## src/rtl/spi_master.sv

```systemverilog
// spi_master: single-frame SPI master, all four modes, MSB first, no chip select.
// sclk toggles every CLKS_PER_HALF clk cycles for 2*FRAME_WIDTH edges per frame.
module spi_master #(
  parameter int FRAME_WIDTH   = 8,
  parameter int CLKS_PER_HALF = 2
) (
  input  logic                   clk,
  input  logic                   reset,
  input  logic [1:0]             mode,
  input  logic [FRAME_WIDTH-1:0] din,
  input  logic                   tx_start,
  output logic                   tx_ready,
  output logic [FRAME_WIDTH-1:0] dout,
  output logic                   rx_done,
  input  logic                   miso,
  output logic                   mosi,
  output logic                   sclk
);
  localparam int CW  = $clog2(CLKS_PER_HALF + 1);
  localparam int KW  = $clog2(2 * FRAME_WIDTH + 1);
  localparam int MSB = FRAME_WIDTH - 1;
  typedef enum logic {IDLE, XFER} state_t;
  state_t state_q, state_d;
  logic [CW-1:0] cnt_q, cnt_d;
  logic [KW-1:0] k_q, k_d;
  logic [MSB:0] tx_q, tx_d, rx_q, rx_d, dout_q, dout_d;
  logic sclk_q, sclk_d, mosi_q, mosi_d, cpha_q, cpha_d, rx_done_q, rx_done_d;
  logic start, tick, lead, last;
  assign start = (state_q == IDLE) && tx_start;
  assign tick  = (state_q == XFER) && (cnt_q == CW'(CLKS_PER_HALF - 1));
  assign lead  = ~k_q[0];
  assign last  = k_q == KW'(2 * FRAME_WIDTH - 1);
  always_ff @(posedge clk or posedge reset)
    if (reset) state_q <= IDLE;
    else       state_q <= state_d;
  always_comb begin
    state_d = state_q;
    if (state_q == IDLE && tx_start) state_d = XFER;
    else if (tick && last)           state_d = IDLE;
  end
  always_comb begin
    tx_ready = state_q == IDLE;
    sclk     = (state_q == IDLE) ? mode[1] : sclk_q;
    mosi     = (state_q == IDLE) ? 1'b0 : mosi_q;
    rx_done  = rx_done_q;
    dout     = dout_q;
  end
  // Shift edges: trailing for CPHA=0 (MSB preloaded at start), leading for CPHA=1.
  always_comb begin
    cnt_d     = cnt_q;
    k_d       = k_q;
    tx_d      = tx_q;
    rx_d      = rx_q;
    dout_d    = dout_q;
    sclk_d    = sclk_q;
    mosi_d    = mosi_q;
    cpha_d    = cpha_q;
    rx_done_d = 1'b0;
    if (start) begin
      cnt_d  = '0;
      k_d    = '0;
      rx_d   = '0;
      cpha_d = mode[0];
      sclk_d = mode[1];
      mosi_d = mode[0] ? 1'b0 : din[MSB];
      tx_d   = mode[0] ? din : din << 1;
    end else if (state_q == XFER) begin
      cnt_d = tick ? '0 : cnt_q + CW'(1);
      if (tick) begin
        k_d    = k_q + KW'(1);
        sclk_d = ~sclk_q;
        if (lead == cpha_q && !last) begin
          mosi_d = tx_q[MSB];
          tx_d   = tx_q << 1;
        end
        if (lead != cpha_q) rx_d = {rx_q[MSB-1:0], miso};
        if (last) begin
          dout_d    = rx_d;
          rx_done_d = 1'b1;
          mosi_d    = 1'b0;
          k_d       = '0;
        end
      end
    end
  end
  always_ff @(posedge clk or posedge reset)
    if (reset) begin
      cnt_q     <= '0;
      k_q       <= '0;
      tx_q      <= '0;
      rx_q      <= '0;
      dout_q    <= '0;
      sclk_q    <= 1'b0;
      mosi_q    <= 1'b0;
      cpha_q    <= 1'b0;
      rx_done_q <= 1'b0;
    end else begin
      cnt_q     <= cnt_d;
      k_q       <= k_d;
      tx_q      <= tx_d;
      rx_q      <= rx_d;
      dout_q    <= dout_d;
      sclk_q    <= sclk_d;
      mosi_q    <= mosi_d;
      cpha_q    <= cpha_d;
      rx_done_q <= rx_done_d;
    end
endmodule

```

## config.mk

```make
export PLATFORM = sky130hd
export DESIGN_NAME = spi_master
export DESIGN_NICKNAME = d
export VERILOG_FILES = /design/src/rtl/spi_master.sv
export SDC_FILE = /design/constraint.sdc
export NUM_CORES = 1
export LEC_CHECK = 0
export ABC_AREA = 1
export CAP_MARGIN = 25
export CORE_MARGIN = 2
export CORE_UTILIZATION = 35
export CTS_BUF_LIST = sky130_fd_sc_hd__clkbuf_4
export DETAILED_ROUTE_END_ITERATION = 7
export HOLD_SLACK_MARGIN = 0.12
export MAX_ROUTING_LAYER = met4
export SLEW_MARGIN = 10
export SYNTH_ARGS = -nofsm -noshare
export SYNTH_HDL_FRONTEND = slang
export SYNTH_SLANG_ARGS = --single-unit
export TNS_END_PERCENT = 1
```

## constraint.sdc

```tcl
create_clock -name clk -period 2.3 [get_ports clk]
set_input_delay 0.46 -clock clk [delete_from_list [all_inputs] [get_ports clk]]
set_output_delay 0.46 -clock clk [all_outputs]
set_load 0.1 [all_outputs]
```

==> metrics.md, run 1 <==
| Metric | Value |
|---|---|
| FF-to-FF End | state_q |
| Setup bufs post-CTS | 0 |
| CP max stage delay | approximately 0.45 ns |
| # DRC | 0 |
| Global-route usage over all layers | 15.9% |
| Pre-Repair DR Iteration Count | 4 |
| Met3 track demand over resource | between 4 and 5% |
| Starting Density | 37.0% |
| YS warnings | 0 |
| Seq cells post-synth | 36 |
| Post-synth ARST share | 100% |
| Avg Cell Area, Syn | 8.06 µm² |
| Cell Count, Final, Fillers Out | 317 |
| Ports | 26 |
| Crit-path cells | clkdlybuf4s50_1 -> inv_1 -> o21ai_1 -> buf_12 |
| Critical path startpoint category | input port |
| 1st-iter DRT viols | 86 |
| M2 GR Usage | a little under a quarter |
| Critical path capture point type | primary output |
| Crit path time final | between 1.5 and 2 ns |
| EDFF count, synth | 0 |
| Clock skew | around 0.013 ns |
| Vias per cell | 4.60 |
| Nets | about 260 |
| WP buf/inv | 3 |
| Fill cells | between 500 and 600 |
| Met1 Use GR | a little over 20% |
| CTS Sinks | 36 |
| Worst r2r path cells | 6 |
| PostCTS Resize Cnt | 0 |
| Count of final max-slew check failures | 0 |
| P&R area growth vs syn | 21.0% |
| Final worst path period share | between 80% and 90% |
| Netlist Area Pre-Place | between 0.0015 and 0.002 mm² |
| Main flop type after synthesis | dfrtp_1 |
| Number of diodes | 0 |
| Dpl hpwl | approximately 2400 µm |
| Critical path's top delay family | buffers and inverters |
| FF+latch area | ~900 µm² |
| Vias in the first global route | about 1,400 |
| Final hold vios | 0 |
| Die span in y | between 70 and 80 µm |
| Layout cells sized above 1 | between 10% and 20% |
| Max Cap Viol | 0 |
| Fin util | between 40 and 50% |
| Register area share after synthesis | between 50% and 60% |
| Full die area | roughly 0.0057 mm² |
| Critical path arrival | around 1.4 ns |
| Inst Count DP | between 300 and 400 |
| Via count | between 1,000 and 1,500 |
| Final ANT Viol Nets | 0 |
| Status | completed |
| Power per cell area | 1450 mW/mm² |
| Peak supply drop | between 0.6 and 0.7 mV |
| Area of the multi-input gates | 756 µm² |
| Inserted Clock Buffers | 5 |
| Gpl congestion | 0.758 |
| Worst reg2reg setup slack | 0.84 ns |
| Commonest non-fill, non-tap cell in the layout | nand2_1 |
| RSZ-0062 raised after global routing | false |
| Endpoints failing setup | 0 |
| H-tree depth | 2 |
| Synthesized Nets | around 240 |
| Slowest CP cell | clkdlybuf4s50_1 |
| Clock transition at path regs | 0.12 ns |
| Hold_buf cts | 0 |
| Area of the core | roughly 0.0048 mm² |
| Max Clk Rate | roughly 0.54 GHz |
| Clk_lat worst skew | about 0.35 ns |
| Die W | about 75 µm |
| Hold crit path type | in -> async |
| Initial antenna violation count | 0 |
| Crit Path Max Fanout | 2 |
| Largest net degree at the start of global routing | 37 |
| Synth cell types | 22 |
| I/O Buffers | 25 |
| Row count | 25 |
| Final wirelength | 3560 µm |
| Root Driver | clkbuf_4 |
| CP Class | in -> out |
| Commonest cells after routing, fill and taps aside | nand2_1, dfrtp_1, nand3_1 |
| DR WL/cell | roughly 11 µm |
| Reg2reg start | k_q[0] |
| Clock Tree Buf Depth | 2 |
| Leakage | roughly 1.1 nW |
| Slew HR | between 60 and 70% |
| GRT overflow | 0 |
| TritonCTS clock tree | done |
| Fin Setup TNS | 0 ns |
| First-pass GRT wire length | between 6000 and 7000 µm |
| Worst-Margin Slew | ~0.46 ns |
| Crit path required time | around 1.8 ns |
| Gate Count Post-Synth | between 200 and 250 |
| Gr busiest metal | met2 |
-- layout make-up --
cell class	count	area share, %
Timing Repair Buffer	28	11.8
Clock buffer	5	1.74
Inverter	21	3.66
Sequential cell	36	41.8
Clock inverter	3	1.97
Tap cell	67	3.89
Multi-Input combinational cell	157	35.1
-- worst max path at each step --
stage	from	cells past startpoint	to	slack (ns)
after floorplan	mode[1]	2	sclk	0.006
after global placement	tx_start	7	tx_q[5]	0.47
after detailed placement	mode[1]	4	sclk	0.44
after CTS	mode[1]	4	sclk	0.44
after global routing	mode[1]	4	sclk	0.39
final	mode[1]	4	sclk	0.46
-- synth_stat cells (2+ instances only) --
library cell / count / area, µm²
buf_2: 3 / 15.0
buf_4: 2 / 15.0
dfrtp_1: 36 / 901
inv_1: 21 / 78.8
nand2_1: 75 / 282
nand2_2: 2 / 12.5
nand2_4: 3 / 33.8
nand3_1: 28 / 140
nand4_1: 3 / 18.8
nor2_1: 7 / 26.3
nor2_2: 2 / 12.5
o21ai_0: 22 / 110
o21ai_1: 8 / 40.0
-- tightest hold or removal path: cells and delay by family --
kind	cells	cell delay, ns
buffers and inverters	3	0.85
-- power by group --
part           internal [mW]  switching [mW]
registers              0.871           0.158
logic                  0.463            1.19
clock network          0.227           0.225
total                   1.56            1.57
-- per-layer routing --
layer | vias to the layer above | routed length, µm
li1 | 765 | -
met1 | 657 | 1770
met2 | 30 | 1580
met3 | 6 | 139
met4 | 0 | 70
met5 | - | 0
-- flip-flops by register name (all words and copies together), names as in the netlist --
signal and flops:
dout 8, rx_q 8, tx_q 8, k_q 5, cnt_q 2, cpha_q 1, mosi_q 1, rx_done 1
sclk_q 1, state_q 1
-- stage by stage --
stage / instance area [µm²] / hold WS (ns) / power (mW) / setup WS (ns)
after global placement: 2070 / 0.471 / 2.69 / 0.473
after floorplan: 1780 / 0.453 / 2.33 / 0.00607
after detailed placement: 2070 / 0.476 / 2.71 / 0.442
after global routing: 2150 / 0.525 / 3.42 / 0.390
final: 2150 / 0.499 / 3.13 / 0.455
after CTS: 2150 / 0.506 / 3.17 / 0.444
-- cell families after synthesis --
kind of cell	after synthesis	synth area share, %
and+or+nand+nor	122	31.6
AOI/OAI and AO/OA	33	9.63
adders and majority gates	1	0.703
DFF	36	50.6
buffers and inverters	28	6.96
xor gates and xnor gates	1	0.492
Power figures use the tool's default switching activity.
==> run 2: changes to the inputs <==
==> constraint.sdc (replaced) <==
create_clock -name clk -period 1.9 [get_ports clk]
set_input_delay 0.38 -clock clk [delete_from_list [all_inputs] [get_ports clk]]
set_output_delay 0.38 -clock clk [all_outputs]
set_load 0.1 [all_outputs]
==> run 2 against run 1 <==
Net effect: worst setup slack lost 0.18 ns; combinational power grew 30%; via count grew 2.0%; wire length grew 3.0%; design area grew 3.5%; sequential share of layout area shrank 1.4 points; first-iteration DRC count grew 56%; global-route usage shrank 0.74 points; count of clock-buffer cells in the layout is the same.
==> metrics.md, run 2 (synthesis results as in run 1) <==
| Metric | Value |
|---|---|
| Commonest non-fill, non-tap cell in the layout | nand2_1 |
| Post-place setup slack | 0.240 ns |
| Gpl congestion | 0.793 |
| Final worst path period share | ~85% |
| Leakage | approximately 1.1 nW |
| Worst r2r path cells | 6 |
| Final ANT Viol Nets | 0 |
| TritonCTS clock tree | done |
| Crit path required time | between 1.5 and 2 ns |
| Critical path arrival | ~1.2 ns |
| Fill cells | around 490 |
| CTS Sinks | 36 |
| Count of final max-slew check failures | 0 |
| Commonest cells after routing, fill and taps aside | nand2_1, dfrtp_1, nand3_1 |
| Slowest CP cell | dfrtp_1 |
| Crit-path cells | inv_1 -> buf_12 |
| Critical path capture point type | primary output |
| Setup bufs post-CTS | 0 |
| Slew HR | between 60% and 70% |
| Area of the multi-input gates | ~760 µm² |
| Final wirelength | approximately 3700 µm |
| Switching share of power | around half |
| Clock Tree Buf Depth | 2 |
| Dpl hpwl | roughly 2500 µm |
| Final hold vios | 0 |
| Die span in y | approximately 75 µm |
| GRT overflow | 0 |
| Full die area | between 0.005 and 0.006 mm² |
| Number of diodes | 0 |
| Critical path startpoint category | flop |
| Pre-Repair DR Iteration Count | 4 |
| Row count | 25 |
| Gate power share | between 50% and 60% |
| Max Clk Rate | a little over 0.6 GHz |
| Internal power | 1.99 mW |
| Peak supply drop | 0.950 mV |
| FF+latch area | ~900 µm² |
| P&R area growth vs syn | 25.3% |
| Power per cell area | 1760 mW/mm² |
| Clk_lat worst skew | about 0.33 ns |
| DR WL/cell | approximately 11 µm |
| # DRC | 0 |
| Setup ws final | about 0.28 ns |
| Hold_buf cts | 0 |
| Starting Density | 37.0% |
| CP max stage delay | 0.49 ns |
| PostCTS Resize Cnt | 0 |
| Inserted Clock Buffers | 5 |
| Via count | 1,487 |
| Ports | 26 |
| Fin Setup TNS | 0 ns |
| I/O Buffers | 25 |
| Root Driver | clkbuf_4 |
| Crit path time final | roughly 1.6 ns |
| Layout cells sized above 1 | a little over an eighth |
| Nets | roughly 270 |
| Vias in the first global route | about 1,400 |
| Register share of total power | between 30% and 40% |
| Max Cap Viol | 0 |
| CP Class | reg -> out |
| Vias per cell | around 4.7 |
| Largest net degree at the start of global routing | 37 |
| Hold crit path type | in -> async |
| Worst-Margin Slew | roughly 0.46 ns |
| Area of the core | ~0.0048 mm² |
| RSZ-0062 raised after global routing | false |
| Status | completed |
| First-pass GRT wire length | between 6000 and 7000 µm |
| Die W | approximately 75 µm |
| Endpoints failing setup | 0 |
| Initial antenna violation count | 0 |
| H-tree depth | 2 |
| Global-route usage over all layers | 15.2% |
| Clock skew | just under 0.006 ns |
| Crit Path Max Fanout | 7 |
| Clock transition at path regs | 0.11 ns |
| P_sw | a little under 2 mW |
| 1st-iter DRT viols | between 100 and 150 |
| Clock share of power | approximately an eighth |
-- run 2: layout make-up --
| type | instances | area share (%) |
|---|---|---|
| Clock buffer | 5 | 1.68 |
| Clock inverter | 3 | 1.68 |
| Inverter | 21 | 3.53 |
| Multi-Input combinational cell | 157 | 34.0 |
| Sequential cell | 36 | 40.4 |
| Tap cell | 67 | 3.76 |
| Timing Repair Buffer | 30 | 14.9 |
-- run 2: power by group through the flow --
stage,Combinational [mW],Clock [mW],Sequential [mW]
floorplan,1.17,0,1.65
detailed placement,2.16,0,1.27
finish,2.14,0.516,1.26
global placement,2.13,0,1.27
CTS,2.16,0.542,1.26
global route,2.35,0.582,1.29
-- run 2: metal layers --
metal,part of all wire (%),vias to the layer above,routed length (µm),GRT usage [%]
met5,0,-,0,-
met4,1.5,0,54,5.85
met3,3.8,4,140,3.57
met2,45,32,1650,21.8
met1,50,676,1820,20.7
li1,-,775,-,-
-- run 2: through the flow --
step	instance area (µm²)	cells	utilization [%]	power, mW	hold WS [ns]
final	2230	319	46.3	3.92	0.454
after global routing	2230	319	46.3	4.23	0.511
after CTS	2230	319	46.3	3.97	0.456
after detailed placement	2160	311	44.8	3.43	0.483
after global placement	2160	311	44.8	3.40	0.475
after floorplan	1780	221	-	2.82	0.453
-- run 2: path summary, 6_finish.rpt --
| path | start | end | slack (ns) |
|---|---|---|---|
| max reg2reg | k_q[1] | state_q | 0.41 |
| max in group asynchronous | reset | rx_q[7] | 1.12 |
| max | state_q | tx_ready | 0.28 |
| min | reset | rx_q[2] | 0.45 |
| min in group clk | rx_q[7] | rx_q[7] | 0.50 |
| min reg2reg | rx_q[7] | rx_q[7] | 0.50 |
-- run 2: worst max-delay path: cells and delay by family (launching register included) --
kind,cells,cell delay (ns)
DFF,1,0.49
buffers and inverters,2,0.43
